## config.mk

```make
export PLATFORM = sky130hd
export DESIGN_NAME = timer_arbiter_flat
export DESIGN_NICKNAME = d
export VERILOG_FILES = /design/src/rtl/timer_arbiter_pkg.sv /design/src/rtl/timer_arbiter_if.sv /design/src/rtl/timer_arbiter_timer.sv /design/src/rtl/timer_arbiter.sv /design/src/flat_wrapper.sv
export SDC_FILE = /design/constraint.sdc
export NUM_CORES = 1
export LEC_CHECK = 0
export ABC_AREA = 1
export BUFFER_PORTS_ARGS = -buffer_cell sky130_fd_sc_hd__buf_2
export CORE_ASPECT_RATIO = 2
export CORE_UTILIZATION = 55
export DETAILED_ROUTE_END_ITERATION = 10
export PLACE_DENSITY = 0.78
export SLEW_MARGIN = 20
export SYNTH_ARGS = -nofsm -noshare
export SYNTH_HDL_FRONTEND = slang
export SYNTH_SLANG_ARGS = --single-unit
export TNS_END_PERCENT = 100
```

## constraint.sdc

```tcl
create_clock -name clk -period 2.1 [get_ports clk]
set_clock_uncertainty 0.1 [all_clocks]
set_input_delay 0.42 -clock clk [delete_from_list [all_inputs] [get_ports clk]]
set_output_delay 0.42 -clock clk [all_outputs]
set_load 0.01 [all_outputs]
```

## src/rtl/timer_arbiter_pkg.sv

```systemverilog
// Shared constants and helpers for the timer arbiter: FSM encodings and the
// round-robin pick used to choose the next timer owner.
package timer_arbiter_pkg;

  localparam int NUM_REQ_DEF = 4;
  localparam int MAX_REQ     = 32;
  localparam int IDX_W       = 5;

  localparam logic [1:0] ST_IDLE  = 2'd0;
  localparam logic [1:0] ST_START = 2'd1;
  localparam logic [1:0] ST_RUN   = 2'd2;

  // First set bit of pend at or after ptr, wrapping within n requesters.
  function automatic int unsigned rr_pick(input logic [MAX_REQ-1:0] pend,
                                          input int unsigned n,
                                          input int unsigned ptr);
    int unsigned pick;
    int unsigned idx;
    logic        found;
    pick  = 32'd0;
    found = 1'b0;
    for (int unsigned k = 0; k < MAX_REQ; k++) begin
      idx = ptr + k;
      if (idx >= n) begin
        idx = idx - n;
      end
      if ((k < n) && !found && pend[idx[IDX_W-1:0]]) begin
        pick  = idx;
        found = 1'b1;
      end
    end
    return pick;
  endfunction

endpackage

```

## src/rtl/timer_arbiter_if.sv

```systemverilog
// Requester-side bundle of the timer arbiter: request/cancel pulses in,
// grant/expired/owner status out.
interface timer_arbiter_if import timer_arbiter_pkg::*; #(
  parameter int NUM_REQ = NUM_REQ_DEF
) ();

  localparam int OWNER_W = (NUM_REQ > 1) ? $clog2(NUM_REQ) : 1;

  logic [NUM_REQ-1:0] req;
  logic [NUM_REQ-1:0] cancel;
  logic [NUM_REQ-1:0] grant;
  logic [NUM_REQ-1:0] expired;
  logic [OWNER_W-1:0] owner_id;
  logic               busy;

  modport master (output req, output cancel,
                  input grant, input expired, input owner_id, input busy);

  modport slave  (input req, input cancel,
                  output grant, output expired, output owner_id, output busy);

endinterface

```

## src/rtl/timer_arbiter_timer.sv

```systemverilog
// One-shot period timer: start loads a period of CLOCK_FREQUENCY_MHZ*1000*
// TIME_MILLISECONDS cycles, done pulses once it elapses, stop aborts it.
module timer #(
  parameter int CLOCK_FREQUENCY_MHZ = 50,
  parameter int TIME_MILLISECONDS   = 1
) (
  input  logic clk,
  input  logic rst_n,
  input  logic start,
  input  logic stop,
  output logic done
);

  localparam int PERIOD = CLOCK_FREQUENCY_MHZ * 1000 * TIME_MILLISECONDS;
  localparam int CNT_W  = $clog2(PERIOD + 1);
  localparam logic [CNT_W-1:0] LOAD = CNT_W'(PERIOD - 1);

  logic [CNT_W-1:0] cnt_r;
  logic             run_r;
  logic             done_r;

  // Down-counter; stop outranks start so an abort can never leak a done.
  always_ff @(posedge clk or negedge rst_n) begin
    if (!rst_n) begin
      cnt_r  <= '0;
      run_r  <= 1'b0;
      done_r <= 1'b0;
    end else if (stop) begin
      cnt_r  <= '0;
      run_r  <= 1'b0;
      done_r <= 1'b0;
    end else if (start) begin
      cnt_r  <= LOAD;
      run_r  <= 1'b1;
      done_r <= 1'b0;
    end else if (run_r) begin
      if (cnt_r == '0) begin
        run_r  <= 1'b0;
        done_r <= 1'b1;
      end else begin
        cnt_r  <= cnt_r - CNT_W'(1);
        done_r <= 1'b0;
      end
    end else begin
      done_r <= 1'b0;
    end
  end

  assign done = done_r;

endmodule

```

## src/rtl/timer_arbiter.sv

```systemverilog
// Shares a single timer among NUM_REQ requesters: latches requests, grants
// round-robin, sequences start/stop and returns done to the owner as expired.
module timer_arbiter import timer_arbiter_pkg::*; #(
  parameter int NUM_REQ             = NUM_REQ_DEF,
  parameter int CLOCK_FREQUENCY_MHZ = 50,
  parameter int TIME_MILLISECONDS   = 1
) (
  input  logic            clk,
  input  logic            rst_n,
  timer_arbiter_if.slave  bus
);

  localparam int OW = (NUM_REQ > 1) ? $clog2(NUM_REQ) : 1;
  localparam logic [OW-1:0] LAST_IDX = OW'(NUM_REQ - 1);

  logic [1:0]         state_r,    state_s;
  logic [NUM_REQ-1:0] pending_r,  pending_s;
  logic [OW-1:0]      rr_ptr_r,   rr_ptr_s;
  logic [OW-1:0]      owner_id_r, owner_id_s;
  logic [NUM_REQ-1:0] grant_r,    grant_s;
  logic [NUM_REQ-1:0] expired_r,  expired_s;
  logic               busy_r,     busy_s;
  logic               start_r,    start_s;
  logic               stop_r,     stop_s;
  logic [OW-1:0]      ptr_next_s;
  logic               done_s;

  timer #(
    .CLOCK_FREQUENCY_MHZ (CLOCK_FREQUENCY_MHZ),
    .TIME_MILLISECONDS   (TIME_MILLISECONDS)
  ) u_timer (
    .clk   (clk),
    .rst_n (rst_n),
    .start (start_r),
    .stop  (stop_r),
    .done  (done_s)
  );

  // Next-state logic: pending bookkeeping plus the IDLE/START/RUN sequencer.
  always_comb begin
    state_s    = state_r;
    pending_s  = pending_r;
    rr_ptr_s   = rr_ptr_r;
    owner_id_s = owner_id_r;
    grant_s    = grant_r;
    expired_s  = '0;
    busy_s     = busy_r;
    start_s    = 1'b0;
    stop_s     = 1'b0;
    ptr_next_s = (owner_id_r == LAST_IDX) ? '0 : owner_id_r + OW'(1);

    // Cancel beats req; the running owner cannot queue a second period.
    for (int i = 0; i < NUM_REQ; i++) begin
      if (bus.cancel[i]) begin
        pending_s[i] = 1'b0;
      end else if (bus.req[i] && !(busy_r && (owner_id_r == OW'(i)))) begin
        pending_s[i] = 1'b1;
      end else begin
        pending_s[i] = pending_r[i];
      end
    end

    case (state_r)
      ST_IDLE: begin
        if (pending_r != '0) begin
          owner_id_s = OW'(rr_pick(MAX_REQ'(pending_r), 32'(NUM_REQ), 32'(rr_ptr_r)));
          grant_s    = NUM_REQ'(1) << owner_id_s;
          busy_s     = 1'b1;
          start_s    = 1'b1;
          state_s    = ST_START;
        end else begin
          state_s    = ST_IDLE;
        end
      end
      ST_START: begin
        state_s = ST_RUN;
      end
      ST_RUN: begin
        // A done arriving with the owner's cancel still counts as expiry.
        if (done_s) begin
          expired_s             = grant_r;
          grant_s               = '0;
          busy_s                = 1'b0;
          pending_s[owner_id_r] = 1'b0;
          rr_ptr_s              = ptr_next_s;
          state_s               = ST_IDLE;
        end else if (bus.cancel[owner_id_r]) begin
          stop_s                = 1'b1;
          grant_s               = '0;
          busy_s                = 1'b0;
          pending_s[owner_id_r] = 1'b0;
          rr_ptr_s              = ptr_next_s;
          state_s               = ST_IDLE;
        end else begin
          state_s = ST_RUN;
        end
      end
      default: begin
        grant_s = '0;
        busy_s  = 1'b0;
        state_s = ST_IDLE;
      end
    endcase
  end

  // State and output registers; reset drops every output at once.
  always_ff @(posedge clk or negedge rst_n) begin
    if (!rst_n) begin
      state_r    <= ST_IDLE;
      pending_r  <= '0;
      rr_ptr_r   <= '0;
      owner_id_r <= '0;
      grant_r    <= '0;
      expired_r  <= '0;
      busy_r     <= 1'b0;
      start_r    <= 1'b0;
      stop_r     <= 1'b0;
    end else begin
      state_r    <= state_s;
      pending_r  <= pending_s;
      rr_ptr_r   <= rr_ptr_s;
      owner_id_r <= owner_id_s;
      grant_r    <= grant_s;
      expired_r  <= expired_s;
      busy_r     <= busy_s;
      start_r    <= start_s;
      stop_r     <= stop_s;
    end
  end

  assign bus.grant    = grant_r;
  assign bus.expired  = expired_r;
  assign bus.owner_id = owner_id_r;
  assign bus.busy     = busy_r;

endmodule

```

## src/flat_wrapper.sv

```systemverilog
// flat-port wrapper written by rule: the top's interface ports become plain ports
module timer_arbiter_flat import timer_arbiter_pkg::*;
#(
  parameter int NUM_REQ             = NUM_REQ_DEF,
  parameter int CLOCK_FREQUENCY_MHZ = 50,
  parameter int TIME_MILLISECONDS   = 1
)
  (clk, rst_n, bus_req, bus_cancel, bus_grant, bus_expired, bus_owner_id, bus_busy);
  timer_arbiter_if #(.NUM_REQ(NUM_REQ)) bus_i ();
  input  logic clk;
  input  logic rst_n;
  input wire logic [$bits(bus_i.req)-1:0] bus_req;
  input wire logic [$bits(bus_i.cancel)-1:0] bus_cancel;
  output wire logic [$bits(bus_i.grant)-1:0] bus_grant;
  output wire logic [$bits(bus_i.expired)-1:0] bus_expired;
  output wire logic [$bits(bus_i.owner_id)-1:0] bus_owner_id;
  output wire logic [$bits(bus_i.busy)-1:0] bus_busy;
  assign bus_i.req = bus_req;
  assign bus_i.cancel = bus_cancel;
  assign bus_grant = bus_i.grant;
  assign bus_expired = bus_i.expired;
  assign bus_owner_id = bus_i.owner_id;
  assign bus_busy = bus_i.busy;
  timer_arbiter #(.NUM_REQ(NUM_REQ), .CLOCK_FREQUENCY_MHZ(CLOCK_FREQUENCY_MHZ), .TIME_MILLISECONDS(TIME_MILLISECONDS)) u_core (.clk(clk), .rst_n(rst_n), .bus(bus_i));
endmodule
```

# After elaboration in Yosys (flattened, before gate mapping)
# Index checks and enable logic that the tools add are counted.
# W data, S select, Z words.
dict set report classes {
  n_addsub 9
  mul 0
  n_div 0
  order_cmp 10
  n_eq_ne 8
  shift 1
  muxes 84
  n_bitwise 3
  n_reduce_logical 29
}
# operator count
set ops {}
lappend ops {{$ge A32 B3 Y1 const B} 3}
lappend ops {{$mux W16} 4}
lappend ops {{$mux W5} 12}
lappend ops {{$mux W1} 40}
lappend ops {{$mux W4} 8}
lappend ops {{$lt A5 B6 Y1 const B} 4}
lappend ops {{$mux W2} 11}
lappend ops {{$bmux W1 S5} 4}
lappend ops {{$logic_not A16 Y1} 1}
lappend ops {{$sub A16 B1 Y16 const B} 1}
lappend ops {{$logic_and A1 B1 Y1} 12}
lappend ops {{$pmux W4 S3} 1}
lappend ops {{$sub A3 B3 Y4 const B} 3}
lappend ops {{$logic_not A1 Y1} 7}
lappend ops {{$add A2 B2 Y3 const B} 2}
lappend ops {{$eq A2 B2 Y1 const B} 3}
lappend ops {{$pmux W2 S3} 1}
lappend ops {{$reduce_and A2 Y1} 3}
lappend ops {{$and A4 B4 Y4} 1}
lappend ops {{$eq A2 B1 Y1 const B} 2}
lappend ops {{$logic_not A2 Y1} 2}
lappend ops {{$not A4 Y4} 1}
lappend ops {{$reduce_bool A4 Y1} 1}
lappend ops {{$shl A1 B2 Y4 const A} 1}
lappend ops {{other kinds (16)} 16}
dict set report totals {
  regBits 39
  latch_bits 0
  mem_bits_rw 0
  rom_bits 0
  output_inout_bits 11
  elab_cells 156
  memories 0
}

# Logic depth before layout (Yosys ltp)
dict set report depth {
  depth_word 27
  mapped_depth 14
  mapped_depth_nobuf 13
}

# By module
# From an unflattened synthesis, not the netlist that was laid out.
dict set report unflattened {
  cells_unflattened 323
  hier_area_um2 2331.0
}
# mod instances cells_per_inst area_each_um2 seq_area_each_um2
set by_module_without_submodules {}
lappend by_module_without_submodules {timer 1 176 1174.9 450.4}
lappend by_module_without_submodules {timer_arbiter 1 147 1156.1 500.5}

# Least setup slack after synthesis
# OpenSTA, ideal clock, no wires.
dict set report synth_path {
  path_type {register to register}
  from {register u_core.rr_ptr_r[0]}
  to {register u_core.grant_r[0], in the netlist u_core.bus.grant[0]}
  arrival_ns 1.723
  path_slack_ns 0.160
  path_stages_with_launch 14
  path_buffers 1
  period_less_slack_ns 1.940
  path_cell_list {dfrtp_1 > buf_6 > inv_6 > ha_1 > inv_1 > nand3_2 > nand2_4 > nor2_8 > nor2_2 > nand2_1 > nor2_1 > nor2_2 > nand3_1 > nand2_1}
}
dict set report synth_between {
  elab_chain_cells 27
  elab_cells_between_ends 55
  cone_classes {add/sub (7); order compare (4); shift (1); mux (37); reduce/logical (6)}
}
# item line
set synth_rtl {}
lappend synth_rtl {{start: declaration} timer_arbiter.sv:18} ;# logic [OW-1:0] rr_ptr_r, rr_ptr_s;
lappend synth_rtl {{start signal: assignment} timer_arbiter.sv:121} ;# rr_ptr_r <= rr_ptr_s;
lappend synth_rtl {{branches (longest 21 deep; another with $ge A32 B3 Y1)} --}
lappend synth_rtl {{$mux W2 (*)} timer_arbiter_pkg.sv:27} ;# if ((k < n) && !found && pend[idx[IDX_W-1:0]]) begin
lappend synth_rtl {{$mux W2 (*)} timer_arbiter.sv:65} ;# if (pending_r != '0) begin
lappend synth_rtl {{$mux W2 (*)} timer_arbiter.sv:63} ;# case (state_r)
lappend synth_rtl {{$shl A1 B2 Y4 (*)} timer_arbiter.sv:67} ;# grant_s = NUM_REQ'(1) << owner_id_s;
lappend synth_rtl {{$mux W4 (*)} timer_arbiter.sv:65}
lappend synth_rtl {{$pmux W4 S3 (*)} timer_arbiter.sv:63}
lappend synth_rtl {{end signal: assignment} timer_arbiter.sv:123} ;# grant_r <= grant_s;
lappend synth_rtl {{end: declaration} timer_arbiter.sv:20} ;# logic [NUM_REQ-1:0] grant_r, grant_s;
# Every way passes the cells marked *. The select of a mux whose other input is x is not followed.
# A chain may end at the register's enable or synchronous reset.

# Worst setup path in the final report
dict set report layout_path {
  from {register u_core.rr_ptr_r[1]}
  to {register u_core.grant_r[0], in the netlist u_core.bus.grant[0]}
}
# The elaborated chain is that of the path after synthesis.

==> run metrics <==
Critical Path AT=1.99 ns; drt first pass iters=4; library cells used by synthesis=30; dominant synthesized flop cell=dfrtp_1; maximum clock path buffer count=2; register bit total from synthesis=39; switching share of power=48.8%; top-area cell type share of the netlist area=41.3%; Mapped Cells=294; most frequent cells after synthesis=nand2_1, dfrtp_1, inv_1, nand3_1, nor2_1; period utilization=91.3%; clk slew on worst S/H paths=0.08 ns; EDFF count, synth=0; Die Area=4570 um2; GRT Overall Usage=26.9%; Slew Viols, Final=0; Wirelength per Cell=14.5 um; Die Ht=94.7 um; Worst EP required=2.18 ns; Hold Vio Cnt, Final=0; post-route insts no fill=378; clock share of power=14.9%; Peak Freq=521 MHz; CTS sink cnt=39; internal power=2240 uW; YS warnings=0; status=completed; Residual DRC=0; 1st-iter DRT viols=38; sequential element share of the synthesized area=41.3%; gr ovfl total=0; Psw=2140 uW; IR Drop Worst-Case VDD=0.00103 V; Final ANT Viol Nets=0; Placer Congestion=0.838; placed cell count=369; syn avg cell area=8.03 um2; crit start category=flip-flop; Max-Cap Viols=0; RSZ-0062 raised after global routing=no; largest net degree at the start of global routing=23; Flop pwr share=29.1%; Post-Syn Nets=313; Hold WC Path Type=primary input to flip-flop; final WL=5.47 mm; CTS tree=built; Async S/R FF share, synth=100%; vias in the first global route=2184; Final #Nets=344; Synth area leaders=dfrtp_1, nand2_1, nand3_1; fin crit period=1.92 ns; clock root cell=clkbuf_8; Starting Density=57.8%; HPWL Detailed=4.31 mm; Core ar.=4090 um2; Clk Latency, worst-skew pair=0.29 ns; diodes inserted=0; port buffer count=20; share of layout cells above drive strength 1=23.9%; TritonCTS Buffers=5; first-pass GRT wire length=9.34 mm; Syn Std Cell Area=2360 um2; Setup Crit Path Kind=flip-flop to flip-flop; I/O Pins=21; pwr dens=1630 nW/um2; dominant cell type by area after synthesis=dfrtp_1; CTS H-tree depth=2; CP Max Fanout=5; setup TNS=0 ns; row count=33; Die X=48.3 um; Leak=0.00138 uW; Final Total Pwr=4380 uW; Vias per Instance=5.54; DR vias=2093; Area Growth Syn to Fin=14.0%; crit end category=flip-flop; combinational share of power=56.0%; Least-Margin Pin Slew=0.447 ns; final setup fails=0; initial antenna violation count=0; cell with the most instances after synthesis=nand2_1; Max-slew headroom=70.2%
-- path summary, 6_finish.rpt --
check,end,depth (start not counted),slack (ns),startpoint
worst max-delay path,u_core.bus.grant[0]$_DFFE_PN0P_,12,0.18,u_core.rr_ptr_r[1]$_DFFE_PN0P_
worst min-delay path,u_core.pending_r[1]$_DFF_PN0_,2,0.20,bus_cancel[1]
worst max register to register,u_core.bus.grant[0]$_DFFE_PN0P_,12,0.18,u_core.rr_ptr_r[1]$_DFFE_PN0P_
worst min register to register,u_core.stop_r$_DFF_PN0_,1,0.38,u_core.u_timer.done$_DFF_PN0_
max in group asynchronous,u_core.rr_ptr_r[1]$_DFFE_PN0P_,3,0.93,rst_n
min in group asynchronous,u_core.u_timer.cnt_r[5]$_DFFE_PN0P_,2,0.50,rst_n
-- routing by layer --
layer	wire length, um	part of all wire, %	track usage (%)
met5	0	0	0
met2	3200	59	53.6
met4	303	5.5	20.6
met3	148	2.7	2.42
met1	1820	33	24.1
-- registers in the layout, indices dropped and copies added (netlist names), 2 cells and up --
register              cells
u_core.pending_r          4
u_core.rr_ptr_r           2
u_core.state_r            2
u_core.u_timer.cnt_r     16
u_core.bus.owner_id       2
u_core.bus.expired        4
u_core.bus.grant          4
-- kinds of logic (layout without fill, tap and decap cells) --
family                     count (synthesis)  after routing  share of synthesized area, %
AOI/OAI and AO/OA                         46             46                          11.9
xor gates and xnor gates                   4              4                          1.48
adders and majority gates                  9              9                          4.77
buffers and inverters                     44             76                          7.84
DFF                                       39             39                          41.3
and+or+nand+nor                          152            152                          32.7
-- final cells by class --
cell class | count | area [um2]
sequential | 39 | 977
timing repair buffer | 26 | 160
inverter | 42 | 163
multi-input combinational | 211 | 1210
tap | 52 | 65.1
clock inverter | 2 | 35.0
fill | 365 | 1400
clock buffer | 6 | 82.6
-- cell usage in the layout, fill, tap and decap left out, drive strengths merged, types with 5 or more instances in the layout --
cell,Yosys,final
clkbuf,0,6
inv,41,41
nand4,5,5
nand3,35,35
dfrtp,39,39
o21ai,29,29
a21oi,10,10
nand2,75,75
buf,2,25
ha,9,9
nor2,33,33
-- power groups by stage --
stage	logic, uW	registers, uW	clock network (uW)
after floorplan	1880	1230	0
after global placement	2350	1280	0
after detailed placement	2410	1280	0
after CTS	2430	1270	663
after global routing	2800	1300	695
final	2460	1280	653
-- worst max-delay path: stages, from the launching register on --
cell and delay [ns]:
dfrtp_2 0.41, inv_1 0.07, ha_1 0.35, inv_2 0.12
nand3_2 0.11, nand2_4 0.10, nor2_8 0.04, nor2_2 0.11
nand3_1 0.13, inv_1 0.09, nor2_2 0.05, nand3_1 0.06
nand2_1 0.06
-- per-stage QoR --
stage	cell area (um2)	setup WS [ns]	utilization (%)	hold slack (ns)
after global placement	2550	0.151	62.5	0.287
after CTS	2680	0.0768	65.6	0.195
after floorplan	2360	0.160	-	0.0244
final	2690	0.182	65.9	0.195
after detailed placement	2550	0.0952	62.5	0.286
after global routing	2690	0.00319	65.9	0.198
-- what timing repair did --
action | in CTS | in global routing
endpoints found under the hold margin | 17 | 0
hold buffers | 1 | 0
setup endpoints to repair | 0 | 8
gates resized for setup | 0 | 5
setup buffers | 0 | 0
No activity file was read; power rests on OpenSTA's default activity.
